[src/rtl/hazard_ctrl.sv]
// hazard_ctrl: pipeline stall/forward controller with shadow E/M/W Tnew tracking and mult/div busy counter
module hazard_ctrl #(
  parameter int MULT_CYCLES = 5,
  parameter int DIV_CYCLES  = 10,
  parameter int REG_AW      = 5
) (
  input  logic              clk,
  input  logic              reset,
  input  logic [REG_AW-1:0] d_rs,
  input  logic [REG_AW-1:0] d_rt,
  input  logic              d_rs_used,
  input  logic              d_rt_used,
  input  logic [1:0]        d_tuse_rs,
  input  logic [1:0]        d_tuse_rt,
  input  logic [REG_AW-1:0] d_dst,
  input  logic [1:0]        d_tnew,
  input  logic              d_md_start,
  input  logic              d_md_div,
  input  logic              d_md_use,
  output logic              stall,
  output logic [1:0]        mfrse_c,
  output logic [1:0]        mfrte_c,
  output logic              md_busy
);
  localparam int CW = $clog2((MULT_CYCLES > DIV_CYCLES ? MULT_CYCLES : DIV_CYCLES) + 1);
  logic [REG_AW-1:0] e_rs, e_rt, e_dst, m_dst, w_dst;
  logic [1:0]        e_tnew, m_tnew, w_tnew;
  logic              e_md_start, e_md_div;
  logic [CW-1:0]     md_cnt;
  logic              rs_haz, rt_haz;
  function automatic logic [1:0] dec(input logic [1:0] t);
    return t == 2'd0 ? 2'd0 : t - 2'd1;
  endfunction
  // shadow pipeline: D fields enter E unless stalled (bubble), older stages age their Tnew
  always_ff @(posedge clk or negedge reset) begin
    if (!reset) begin
      e_rs       <= '0;
      e_rt       <= '0;
      e_dst      <= '0;
      e_tnew     <= '0;
      e_md_start <= 1'b0;
      e_md_div   <= 1'b0;
      m_dst      <= '0;
      m_tnew     <= '0;
      w_dst      <= '0;
      w_tnew     <= '0;
    end else begin
      e_rs       <= stall ? '0 : d_rs;
      e_rt       <= stall ? '0 : d_rt;
      e_dst      <= stall ? '0 : d_dst;
      e_tnew     <= stall ? '0 : d_tnew;
      e_md_start <= !stall && d_md_start;
      e_md_div   <= !stall && d_md_div;
      m_dst      <= e_dst;
      m_tnew     <= dec(e_tnew);
      w_dst      <= m_dst;
      w_tnew     <= dec(m_tnew);
    end
  end
  // mult/div busy counter, loaded as the start leaves E
  always_ff @(posedge clk or negedge reset) begin
    if (!reset) md_cnt <= '0;
    else md_cnt <= e_md_start ? (e_md_div ? CW'(DIV_CYCLES) : CW'(MULT_CYCLES))
                              : (md_cnt != '0 ? md_cnt - CW'(1) : md_cnt);
  end
  // stall when a source is needed before an in-flight producer can supply it; forward newest ready value into E
  always_comb begin
    rs_haz  = d_rs_used && d_rs != '0 &&
              ((e_dst == d_rs && e_tnew > d_tuse_rs) || (m_dst == d_rs && m_tnew > d_tuse_rs));
    rt_haz  = d_rt_used && d_rt != '0 &&
              ((e_dst == d_rt && e_tnew > d_tuse_rt) || (m_dst == d_rt && m_tnew > d_tuse_rt));
    md_busy = e_md_start || md_cnt != '0;
    stall   = rs_haz || rt_haz || (d_md_use && md_busy);
    mfrse_c = (e_rs != '0 && m_dst == e_rs && m_tnew == 2'd0) ? 2'b01 :
              (e_rs != '0 && w_dst == e_rs && w_tnew == 2'd0) ? 2'b10 : 2'b00;
    mfrte_c = (e_rt != '0 && m_dst == e_rt && m_tnew == 2'd0) ? 2'b01 :
              (e_rt != '0 && w_dst == e_rt && w_tnew == 2'd0) ? 2'b10 : 2'b00;
  end
endmodule

[config.mk]
export PLATFORM = sky130hd
export DESIGN_NAME = hazard_ctrl
export DESIGN_NICKNAME = d
export VERILOG_FILES = /design/src/rtl/hazard_ctrl.sv
export SDC_FILE = /design/constraint.sdc
export NUM_CORES = 1
export LEC_CHECK = 0
export BUFFER_PORTS_ARGS = -buffer_cell sky130_fd_sc_hd__clkbuf_2
export CORE_MARGIN = 4
export CORE_UTILIZATION = 50
export DETAILED_ROUTE_END_ITERATION = 7
export GPL_ROUTABILITY_DRIVEN = 0
export GPL_TIMING_DRIVEN = 0
export HOLD_SLACK_MARGIN = 0.05
export PLACE_DENSITY = 0.77
export SYNTH_ARGS = -nofsm -noshare
export SYNTH_HDL_FRONTEND = slang
export SYNTH_SLANG_ARGS = --single-unit
[constraint.sdc]
create_clock -name clk -period 1.78 [get_ports clk]
set_input_delay 0.089 -clock clk [delete_from_list [all_inputs] [get_ports clk]]
set_output_delay 0.089 -clock clk [all_outputs]
set_load 0.01 [all_outputs]
==> metrics.txt <==
Synth Register Bits 37; cell count after synthesis around 180; pre-CTS WS -0.220 ns; Slew HR 0.407; initial antenna violation count 0; die width just over 70 um; violated checks setup timing; syn_area_per_cell approximately 11 um^2; Crit path largest cell delay between 0.4 and 0.5 ns; ANT nets after route 0; FMAX between 0.4 and 0.5 GHz; min-delay src d_rt[0]; crit share post-route 1.15; Syn Std Cell Area between 2000 and 2500 um^2; Final Setup Violations 22; RSZ-0062 raised after global routing yes; Hold Crit Depth 2; Setup WS post-layout -0.272 ns; worst setup path startpoint e_tnew[1]$_DFF_PN0_; die area between 5000 and 6000 um^2; WL final 4650 um; Pleak about 0.0012 uW; crit path capture type output pin; most common cell after layout, fill and taps aside dfrtp_1; Fill cells approximately 310; CTS clk-pin slew, worst paths 0.07 ns; DRC 0; Crit path max-delay family flip-flops; Period minus WS final 2.05 ns; gr usage total 0.199; largest net degree at the start of global routing 38; Power Density slightly above 900 nW/um^2; flop-to-flop setup slack -0.11 ns; layout cells sized above 1 0.348; first-pass GRT wire length between 7000 and 8000 um; DPL Wire Length around 3300 um; nets@finish 289; type of the worst setup path register to output pin; IO buf count 33; Worst EP required 1.69 ns; vias approximately 1,600; Slew Viols, Final 0; worst-skew pair later-pin latency between 0.2 and 0.3 ns; GRT Residual Overflow 0; Initial DRC Count between 50 and 60; CTS tree done; CTS Buf Count 5; Synth-to-Final Area Change 32.7%; Critical path buffers and inverters 2; WHS between 0.1 and 0.15 ns; Die Ht between 70 and 80 um; RR Startpoint e_tnew[1]$_DFF_PN0_; Avg WL per Cell 15.5 um; r2r endpoint e_rt[4]$_DFF_PN0_; number of global-route vias before repair ~1,700; most frequent cells in the layout dfrtp_1, clkbuf_2, xnor2_1; slowest stage cell, crit path dfrtp_1; Synth top area share 0.450; Synthesized Nets 221; ys async rst share 1.00; Netlist cell types 30; Final Util 0.682; Cell Chain, Critical Path ha_1, nand2_1, nand4_1, nor4_1, o21ai_1, buf_4, o211ai_1, buf_2; Synth warnings 0; HP Class input port to register; Tot Pwr between 2000 and 2500 uW; register area share after synthesis 0.450; top-level port count 34; Synth area leaders dfrtp_1, xnor2_1, o2111a_1, ha_1, xor2_1; Clock Path Buffers 2; max-cap viol count 0; H-tree depth 2; crit start category register; CP Max Fanout 3; vias per cell ~5.4; Final Skew roughly 0.0037 ns; Total Neg Setup Slack -1.78 ns; Num Clock Sinks 37; Rows 23; ANT cells 0; status finished with violations; clk root buf clkbuf_8; EDFF count, synth 0; TritonRoute pass-1 iters 4; final hold vios 0; Worst Tran Pin Value ~0.89 ns; Starting Density 0.514; Core Area 4000 um^2; Synth area leader dfrtp_1; critical path data arrival time roughly 2.0 ns; cell depth of the worst flop-to-flop path 8; maximum vdd drop between 0.7 and 0.8 mV; predominant post-synthesis flop cell dfrtp_1; WHS Endpoint e_rt[0]$_DFF_PN0_
-- through the flow --
step           area (um^2)  instances
6_report              2730        300
5_1_grt               2730        300
4_1_cts               2620        296
3_5_place_dp          2280        266
3_3_place_gp          2280        266
2_1_floorplan         2060        183
-- how the worst max path moves through the flow --
stage / endpoint / slack (ns) / cells after the start
detailed placement: stall / -0.22 / 8
global placement: stall / -0.16 / 8
global route: stall / -0.45 / 8
CTS: stall / -0.31 / 8
finish: stall / -0.27 / 8
floorplan: e_rt[0]$_DFF_PN0_ / 0.04 / 7
-- layout make-up --
cell class / count / area [um^2] / area share
tap: 50 / 62.6 / 0.0229
inverter: 13 / 48.8 / 0.0179
multi-input combinational: 126 / 1160 / 0.424
clock buffer: 5 / 68.8 / 0.0252
timing repair buffer: 62 / 419 / 0.154
buffer: 6 / 37.5 / 0.0138
sequential: 37 / 931 / 0.341
clock inverter: 1 / 5.00 / 0.00183
-- report_power, final --
part,switching (uW),internal (uW)
registers,152,974
logic,373,446
clock network,284,258
-- registers in the layout, indices dropped and copies added (netlist names) --
| signal | flops |
|---|---|
| m_dst | 5 |
| e_dst | 5 |
| md_cnt | 4 |
| e_rs | 5 |
| e_rt | 5 |
| m_tnew | 2 |
| e_md_start | 1 |
| w_dst | 5 |
| e_md_div | 1 |
| w_tnew | 2 |
| e_tnew | 2 |
-- worst register-to-register path: stages (launching register included) --
cell,delay [ns]
dfrtp_1,0.42
ha_1,0.31
nand2_1,0.08
nand4_1,0.14
nor4_4,0.20
o221ai_2,0.17
buf_4,0.17
buf_6,0.12
and4_1,0.18
-- cells by family (layout without fill, tap and decap cells) --
kind of cell | count (synthesis) | in the layout | share of synthesized area
simple gates | 47 | 47 | 0.139
buf+inv | 20 | 87 | 0.0463
compound gates | 25 | 25 | 0.113
fa+ha+maj | 10 | 10 | 0.0609
flops | 37 | 37 | 0.450
mux | 3 | 3 | 0.0158
xor+xnor | 41 | 41 | 0.175
-- synth_stat cells (3+ instances only) --
library cell  number
a21oi_1            5
xor2_1            13
dfrtp_1           37
ha_1              10
xnor2_1           28
inv_1             13
buf_2              4
nor4_1             7
nor2b_1            3
nor2_1             6
o2111a_1          14
nand4_1            8
nand2_1            8
and4_1             5
-- per-layer routing --
layer  vias to the layer above  track usage  share of wire
li1                        792            -              -
met1                       786        0.255           0.44
met2                        28        0.346           0.52
met3                         5       0.0457          0.038
met4                         0       0.0376         0.0062
met5                         -            0              0
-- what timing repair did --
item | 4_1_cts | 5_1_grt
setup endpoints to repair | 24 | 25
resized for setup | 15 | 20
cloned | 1 | 0
endpoints found under the hold margin | 46 | 0
hold buffers | 10 | 0
setup buffers | 14 | 5
pin swaps | 14 | 11
No activity file was read; power rests on OpenSTA's default activity.
